File: config.mk
export PLATFORM = sky130hd
export DESIGN_NAME = conv_sched_ctrl
export DESIGN_NICKNAME = d
export VERILOG_FILES = /design/src/rtl/conv_sched_ctrl.sv
export SDC_FILE = /design/constraint.sdc
export NUM_CORES = 1
export LEC_CHECK = 0
export CAP_MARGIN = 10
export CORE_ASPECT_RATIO = 1.25
export CORE_MARGIN = 2
export CORE_UTILIZATION = 50
export DETAILED_ROUTE_END_ITERATION = 12
export PLACE_DENSITY = 0.83
export SYNTH_ARGS = -nofsm -noshare
export SYNTH_HDL_FRONTEND = slang
export SYNTH_SLANG_ARGS = --single-unit
File: constraint.sdc
create_clock -name clk -period 3.47 [get_ports clk]
set_input_delay 0.694 -clock clk [delete_from_list [all_inputs] [get_ports clk]]
set_output_delay 0.694 -clock clk [all_outputs]
set_load 0.02 [all_outputs]
File: src/rtl/conv_sched_ctrl.sv
// conv_sched_ctrl: output-channel / window sequencer for one conv layer.
// For each channel: load kernel, wait for weights, sweep windows.
//
// Ports:
//   clk, rst       clock (rising edge), async active-high reset
//   start          begin a layer (only sampled while idle)
//   abort          synchronous abort back to idle (ignored while idle)
//   mac_ready      MAC array accepts the current window
//   cout           output-channel index for the kernel loader
//   c_load         one-cycle kernel load strobe
//   acc_clr        one-cycle accumulator clear (with c_load)
//   win_valid      row/col window is valid
//   row, col       top-left corner of the current window
//   busy           high whenever not idle
//   done           one-cycle pulse when the whole layer is finished
//   stall_cnt      window stall cycles of the current/last layer
//
// Optional feature macro: CONV_SCHED_STALL_CNT_EN
//   defined   -> stall_cnt counts win_valid & !mac_ready cycles,
//                cleared at layer start, saturating at 16'hFFFF
//   undefined -> stall_cnt is tied to zero

module conv_sched_ctrl #(
    parameter int NUM_COUT  = 8,
    parameter int COUT_W    = 4,
    parameter int IMG_W     = 28,
    parameter int IMG_H     = 28,
    parameter int K         = 3,
    parameter int KLOAD_LAT = 2,
    parameter int POS_W     = 5
) (
    input  logic              clk,
    input  logic              rst,
    input  logic              start,
    input  logic              abort,
    input  logic              mac_ready,
    output logic [COUT_W-1:0] cout,
    output logic              c_load,
    output logic              acc_clr,
    output logic              win_valid,
    output logic [POS_W-1:0]  row,
    output logic [POS_W-1:0]  col,
    output logic              busy,
    output logic              done,
    output logic [15:0]       stall_cnt
);

    localparam int OUT_W = IMG_W - K + 1;
    localparam int OUT_H = IMG_H - K + 1;
    localparam int SET_W = (KLOAD_LAT > 1) ? $clog2(KLOAD_LAT) : 1;

    localparam logic [SET_W-1:0]  SET_LAST  = SET_W'(KLOAD_LAT - 1);
    localparam logic [POS_W-1:0]  COL_LAST  = POS_W'(OUT_W - 1);
    localparam logic [POS_W-1:0]  ROW_LAST  = POS_W'(OUT_H - 1);
    localparam logic [COUT_W-1:0] COUT_LAST = COUT_W'(NUM_COUT - 1);

    typedef enum logic [2:0] {
        IDLE,
        LOAD,
        SETTLE,
        SWEEP,
        DONE
    } state_t;

    state_t             state;
    state_t             state_nx;
    logic [SET_W-1:0]   settle;
    logic [SET_W-1:0]   settle_nx;
    logic [COUT_W-1:0]  cout_nx;
    logic [POS_W-1:0]   row_nx;
    logic [POS_W-1:0]   col_nx;
    logic               c_load_nx;
    logic               win_valid_nx;
    logic               busy_nx;
    logic               done_nx;

    always_ff @(posedge clk or posedge rst) begin
        if (rst) begin
            state     <= IDLE;
            settle    <= '0;
            cout      <= '0;
            row       <= '0;
            col       <= '0;
            c_load    <= 1'b0;
            acc_clr   <= 1'b0;
            win_valid <= 1'b0;
            busy      <= 1'b0;
            done      <= 1'b0;
        end else begin
            state     <= state_nx;
            settle    <= settle_nx;
            cout      <= cout_nx;
            row       <= row_nx;
            col       <= col_nx;
            c_load    <= c_load_nx;
            acc_clr   <= c_load_nx;
            win_valid <= win_valid_nx;
            busy      <= busy_nx;
            done      <= done_nx;
        end
    end

    always_comb begin
        state_nx  = state;
        settle_nx = settle;
        cout_nx   = cout;
        row_nx    = row;
        col_nx    = col;

        unique case (state)
            IDLE: begin
                if (start) begin
                    state_nx = LOAD;
                    cout_nx  = '0;
                end
            end
            LOAD: begin
                state_nx  = SETTLE;
                settle_nx = '0;
            end
            SETTLE: begin
                if (settle == SET_LAST) begin
                    state_nx = SWEEP;
                    row_nx   = '0;
                    col_nx   = '0;
                end else begin
                    settle_nx = settle + 1'b1;
                end
            end
            SWEEP: begin
                // In SWEEP win_valid is high, so mac_ready alone
                // decides whether the window transfers.
                if (mac_ready) begin
                    if (col == COL_LAST) begin
                        col_nx = '0;
                        if (row == ROW_LAST) begin
                            row_nx = '0;
                            if (cout == COUT_LAST) begin
                                state_nx = DONE;
                            end else begin
                                cout_nx  = cout + 1'b1;
                                state_nx = LOAD;
                            end
                        end else begin
                            row_nx = row + 1'b1;
                        end
                    end else begin
                        col_nx = col + 1'b1;
                    end
                end
            end
            DONE: begin
                state_nx = IDLE;
            end
            default: begin
                state_nx = IDLE;
            end
        endcase

        if (abort && state != IDLE) begin
            state_nx  = IDLE;
            settle_nx = '0;
            row_nx    = '0;
            col_nx    = '0;
        end

        // Outputs are registered decodes of the next state.
        c_load_nx    = (state_nx == LOAD);
        win_valid_nx = (state_nx == SWEEP);
        busy_nx      = (state_nx != IDLE);
        done_nx      = (state_nx == DONE);
    end

`ifdef CONV_SCHED_STALL_CNT_EN
    logic [15:0] stall_q;

    always_ff @(posedge clk or posedge rst) begin
        if (rst) begin
            stall_q <= '0;
        end else if (state == IDLE && start) begin
            stall_q <= '0;
        end else if (win_valid && !mac_ready
                     && stall_q != 16'hFFFF) begin
            stall_q <= stall_q + 16'd1;
        end
    end

    assign stall_cnt = stall_q;
`else
    assign stall_cnt = 16'd0;
`endif

endmodule

After elaboration in Yosys (flattened, before gate mapping)
Cells that the tools add are included.

storage, ports and cells
  register bits after elaboration = 22
  output and inout bits = 35

cells by class
  mux-type cells = 27
  add/subtract/negate cells = 4
  reduce and logical (&&, ||, !) cells = 10
  equal/unequal tests = 17

operators by type and width
  kind                 count
  $mux 5               8
  $mux 3               7
  $mux 4               5
  $pmux 5 s2           2
  $pmux 3 s4           1
  $reduce_bool 3->1    4
  $add 5x1->5 const B  2
  $eq 5x5->1 const B   2
  $ne 2x2->1 const B   5
  $eq 3x2->1 const B   3
  $ne 3x3->1 const B   3
  $pmux 4 s2           1
  $eq 3x1->1 const B   2
  $reduce_and 6->1     1
  $add 4x1->4 const B  1
  $eq 4x3->1 const B   1
  $reduce_and 4->1     1
  $eq 3x3->1 const B   1
  $logic_not 3->1      1
  $reduce_and 3->1     1
  $mux 1               2
  $pmux 1 s2           1
  $reduce_bool 2->1    1
  $add 1x1->1 const B  1
  $logic_and 1x1->1    1

Depth between registers and ports, before layout
  word-level depth = 8
  gate-level depth with buffers = 7
  depth with buffers taken out = 6

Worst setup path before layout
OpenSTA, ideal clock, no wires.

  kind = register -> register
  start point = register col[1]
  end point = register row[1]
  setup time = 125 ps
  data arrival time = 1547 ps
  clock period less this slack = 1672 ps
  slack = 1798 ps
  stages on the path, launching flop included = 8
  path through = dfrtp_1 -> inv_1 -> ha_1 -> and4b_1 -> buf_4 -> nor2_4 -> nor2_2 -> mux2_4

on the way
  longest elaborated chain between the ends = 3

RTL lines
  element                     RTL line  RTL
  start, declared             42        output logic [POS_W-1:0] col,
  start signal, assigned      94        col <= col_nx;
  $eq 5x5->1                  134       if (col == COL_LAST) begin
  $ne 3x3->1 (no line)        -
  $reduce_and 4->1 (no line)  -
  end signal, assigned        93        row <= row_nx;
  end, declared               41        output logic [POS_W-1:0] row,

Every way passes these cells.
A chain may end at the register's enable or synchronous reset.

Final worst setup path
  start point = input port abort
  end point = register row[4]

on the way
  longest elaborated chain between the ends = 3
  elaborated cells on any way between the ends = 7
  classes of those cells = 3 x eq/ne; 1 x mux; 3 x reduce/logical

RTL lines
  element                                                           RTL line  RTL
  start, declared                                                   35        input logic abort,
  $logic_and 1x1->1 (*)                                             160       if (abort && state != IDLE) begin
  $ne 3x3->1 (no line) / $reduce_bool 3->1 (equally long branches)  -
  $reduce_and 4->1 (no line)                                        -

Mark *: on every way between the ends. The rest lies on a longest branch, timed or not.

==> summary.txt <==
Status
  – Run status: complete, no violations

Synth
  – Seq cells post-synth: 22
  – Compound-Gate Fraction of Synth Area: around 17%
  – Synth top area cells: dfrtp_1, buf_4, ha_1
  – Post-synthesis simple-gate area fraction: roughly 22%
  – Post-synth EDFFs: 0
  – Ys async rst share: 100%
  – Syn_area_per_cell: around 9.4 sq um
  – Synth area leader: dfrtp_1
  – Synth top area share: between 30% and 40%
  – Synth warn: 0
  – Synth Area in Adders: around 4.3%
  – Mux share of post-synthesis cell area: 3.12%
  – Sequential cell area fraction in the yosys report: 38.2%
  – Synth Area in XOR/XNOR: less than 1%
  – Largest family of logic cells by synthesized area: simple AND/OR/NAND/NOR gates
  – Synthesized area: ~1400 sq um
  – Netlist cell types: 47
  – Synth Flop Type: dfrtp_1
  – Post-Synthesis Cells: between 150 and 200

STA
  – Worst-margin pin slew: around 0.83 ns
  – Hold Vio Cnt, Final: 0
  – Clock skew after layout: 0.00538 ns
  – Fin crit period: 2.33 ns
  – RSZ-0062 raised after global routing: false
  – Final Hold Slack: 0.563 ns
  – Setup TNS: 0 ns
  – Final period util: 67.1%
  – Final-report max-slew violation count: 0
  – Rel. slew slack: 44.5%
  – Final setup violation count: 0
  – Fmax: approximately 430 MHz

Detailed routing
  – Highest metal used: met4
  – DRC viols: 0
  – Met2 WL: around 1400 um
  – DR pass1 iterations: 4
  – DR vias/cell: around 5.7
  – Post-Route M1 WL: between 1000 and 1500 um
  – Met3 WL: about 160 um
  – Iteration-0 DRC Markers: 37
  – Drt wl/cell: between 10 and 15 um
  – Via Count: about 1200
  – Remaining antenna violation count: 0
  – Routed WL: about 2800 um

Global routing
  – Global Route Usage Sum: 18.0%
  – Grt ovf: 0
  – Global-route wire length before repair: 4660 um
  – Largest net degree at the start of global routing: 23
  – Number of global-route vias before repair: about 1100
  – Initial antenna violation count: 0

Power
  – Lkg Pwr: approximately 0.68 nW
  – Total power per unit cell area: about 440 nW/um^2
  – Worst vdd ir: around 0.27 mV

Finish
  – Diode count: 0
  – Area grow syn2layout: 12.1%
  – Nets: roughly 180
  – Commonest cells after routing, fill and taps aside: clkdlybuf4s50_1, dfrtp_1, conb_1, o21ai_0, nand2_1
  – Multi-input gate area: between 700 and 800 sq um
  – Most common cell after layout, fill and taps aside: clkdlybuf4s50_1
  – Fillers: roughly 250
  – Share of layout cells above drive strength 1: under 10%
  – Util after Layout: 59.7%
  – Reg area: around 550 sq um

Setup path
  – CP peak stage delay: 0.54 ns
  – Cell breakdown of the critical path: clkdlybuf4s50_1 -> nand4bb_1 -> nor3b_2 -> nand2_1 -> o31ai_1
  – Worst Path Max Fanout: 9
  – Worst EP required: ~3.7 ns
  – Critical Path Start Type: input pin
  – R2R depth: 4
  – Worst Path Arrival: about 2.5 ns
  – Crit path kind: input pin to flop
  – CP Capture Type: flop
  – R2R setup slack: roughly 1.5 ns
  – Slowest cell on the critical path: clkdlybuf4s50_1

Clocking
  – Post-CTS setup buffers: 0
  – Clk_lat worst skew: about 0.3 ns
  – CTS Sinks: 22
  – CTS tree: done
  – H-tree depth: 1
  – Worst-path clk slew: 0.12 ns
  – Root Driver: clkbuf_4
  – CTS hold repair buffers: 0
  – Clock Tree Buf Depth: 2
  – Post-cts sizing count: 0
  – Num CTS Buffers: 3

Floorplanning
  – Die area: roughly 3300 sq um
  – Num ports: 40
  – Die width: ~52 um
  – DIE HEIGHT: ~64 um
  – Starting density of the core: between 50% and 60%
  – Std cell rows: 21
  – Core area: about 2700 sq um

Hold path
  – Hold crit path type: flop to flop
  – Depth of the worst hold-timing path: 1

Placement
  – Detailed Place HPWL: 2020 um
  – Buffers on Ports: 23
  – Routability Congestion: a little under 0.8

Run
  – Max Cap Viol: 0
cell type report:
type                            count  area share [%]
Multi-Input combinational cell    116            45.7
Sequential cell                    22            34.1
Timing Repair Buffer               23            14.2
Tap cell                           34            2.63
Clock buffer                        4            2.24
Inverter                            5            1.16
Yosys cell counts (all sizes together) (2+ instances only):
library cell	instances
ha	5
o21ai	11
buf	25
o31ai	6
inv	5
nor3	8
or2	2
nand4bb	2
nand3	7
nor3b	3
nand2	10
mux2i	3
nand4	3
and4b	2
nor2	9
a31oi	2
a21oi	5
dfrtp	22
a211oi	3
where the power goes:
group | internal [mW] | total, mW | switching, mW
clock | 0.0640 | 0.139 | 0.0752
sequential | 0.284 | 0.328 | 0.0437
combinational | 0.100 | 0.249 | 0.149
total | 0.448 | 0.716 | 0.268
per-stage QoR:
stage / instance area, sq um / power, mW / cells / worst slack, ns
after global placement: 1580 / 0.569 / 200 / 0.998
after detailed placement: 1580 / 0.580 / 200 / 0.890
after global routing: 1620 / 0.764 / 204 / 1.07
final: 1620 / 0.716 / 204 / 1.14
after floorplan: 1500 / 0.555 / 169 / 1.80
after CTS: 1620 / 0.718 / 204 / 1.20
worst max-delay path: cells and delay by family:
family	cells	cell delay [ns]
buffers and inverters	1	0.54
and+or+nand+nor	3	1.03
AOI/OAI and AO/OA	1	0.28
sequential cells by signal, summed over array words and instances, names as in the netlist:
signal / flops
col: 5
row: 5
cout: 4
state: 3
acc_clr: 1
busy: 1
done: 1
settle: 1
win_valid: 1
kinds of logic after synthesis:
family,count (synthesis)
AND/OR/NAND/NOR,53
AO/OA/AOI/OAI,37
buffers and inverters,31
flip-flops,22
adder cells (fa/ha/maj),5
multiplexers,4
other,1
XOR/XNOR,1
layer usage:
layer	track usage [%]	vias up
met3	1.40	6
met1	23.4	543
li1	-	559
met2	29.9	55
met4	7.89	0
met5	0	-
worst paths after layout:
check	startpoint	to
max	abort	row[4]
min	row[3]	row[3]
max reg2reg	state[2]	row[4]
min reg2reg	row[3]	row[3]
max in group asynchronous	rst	col[0]
min in group asynchronous	rst	cout[2]
Power figures use the tool's default switching activity.
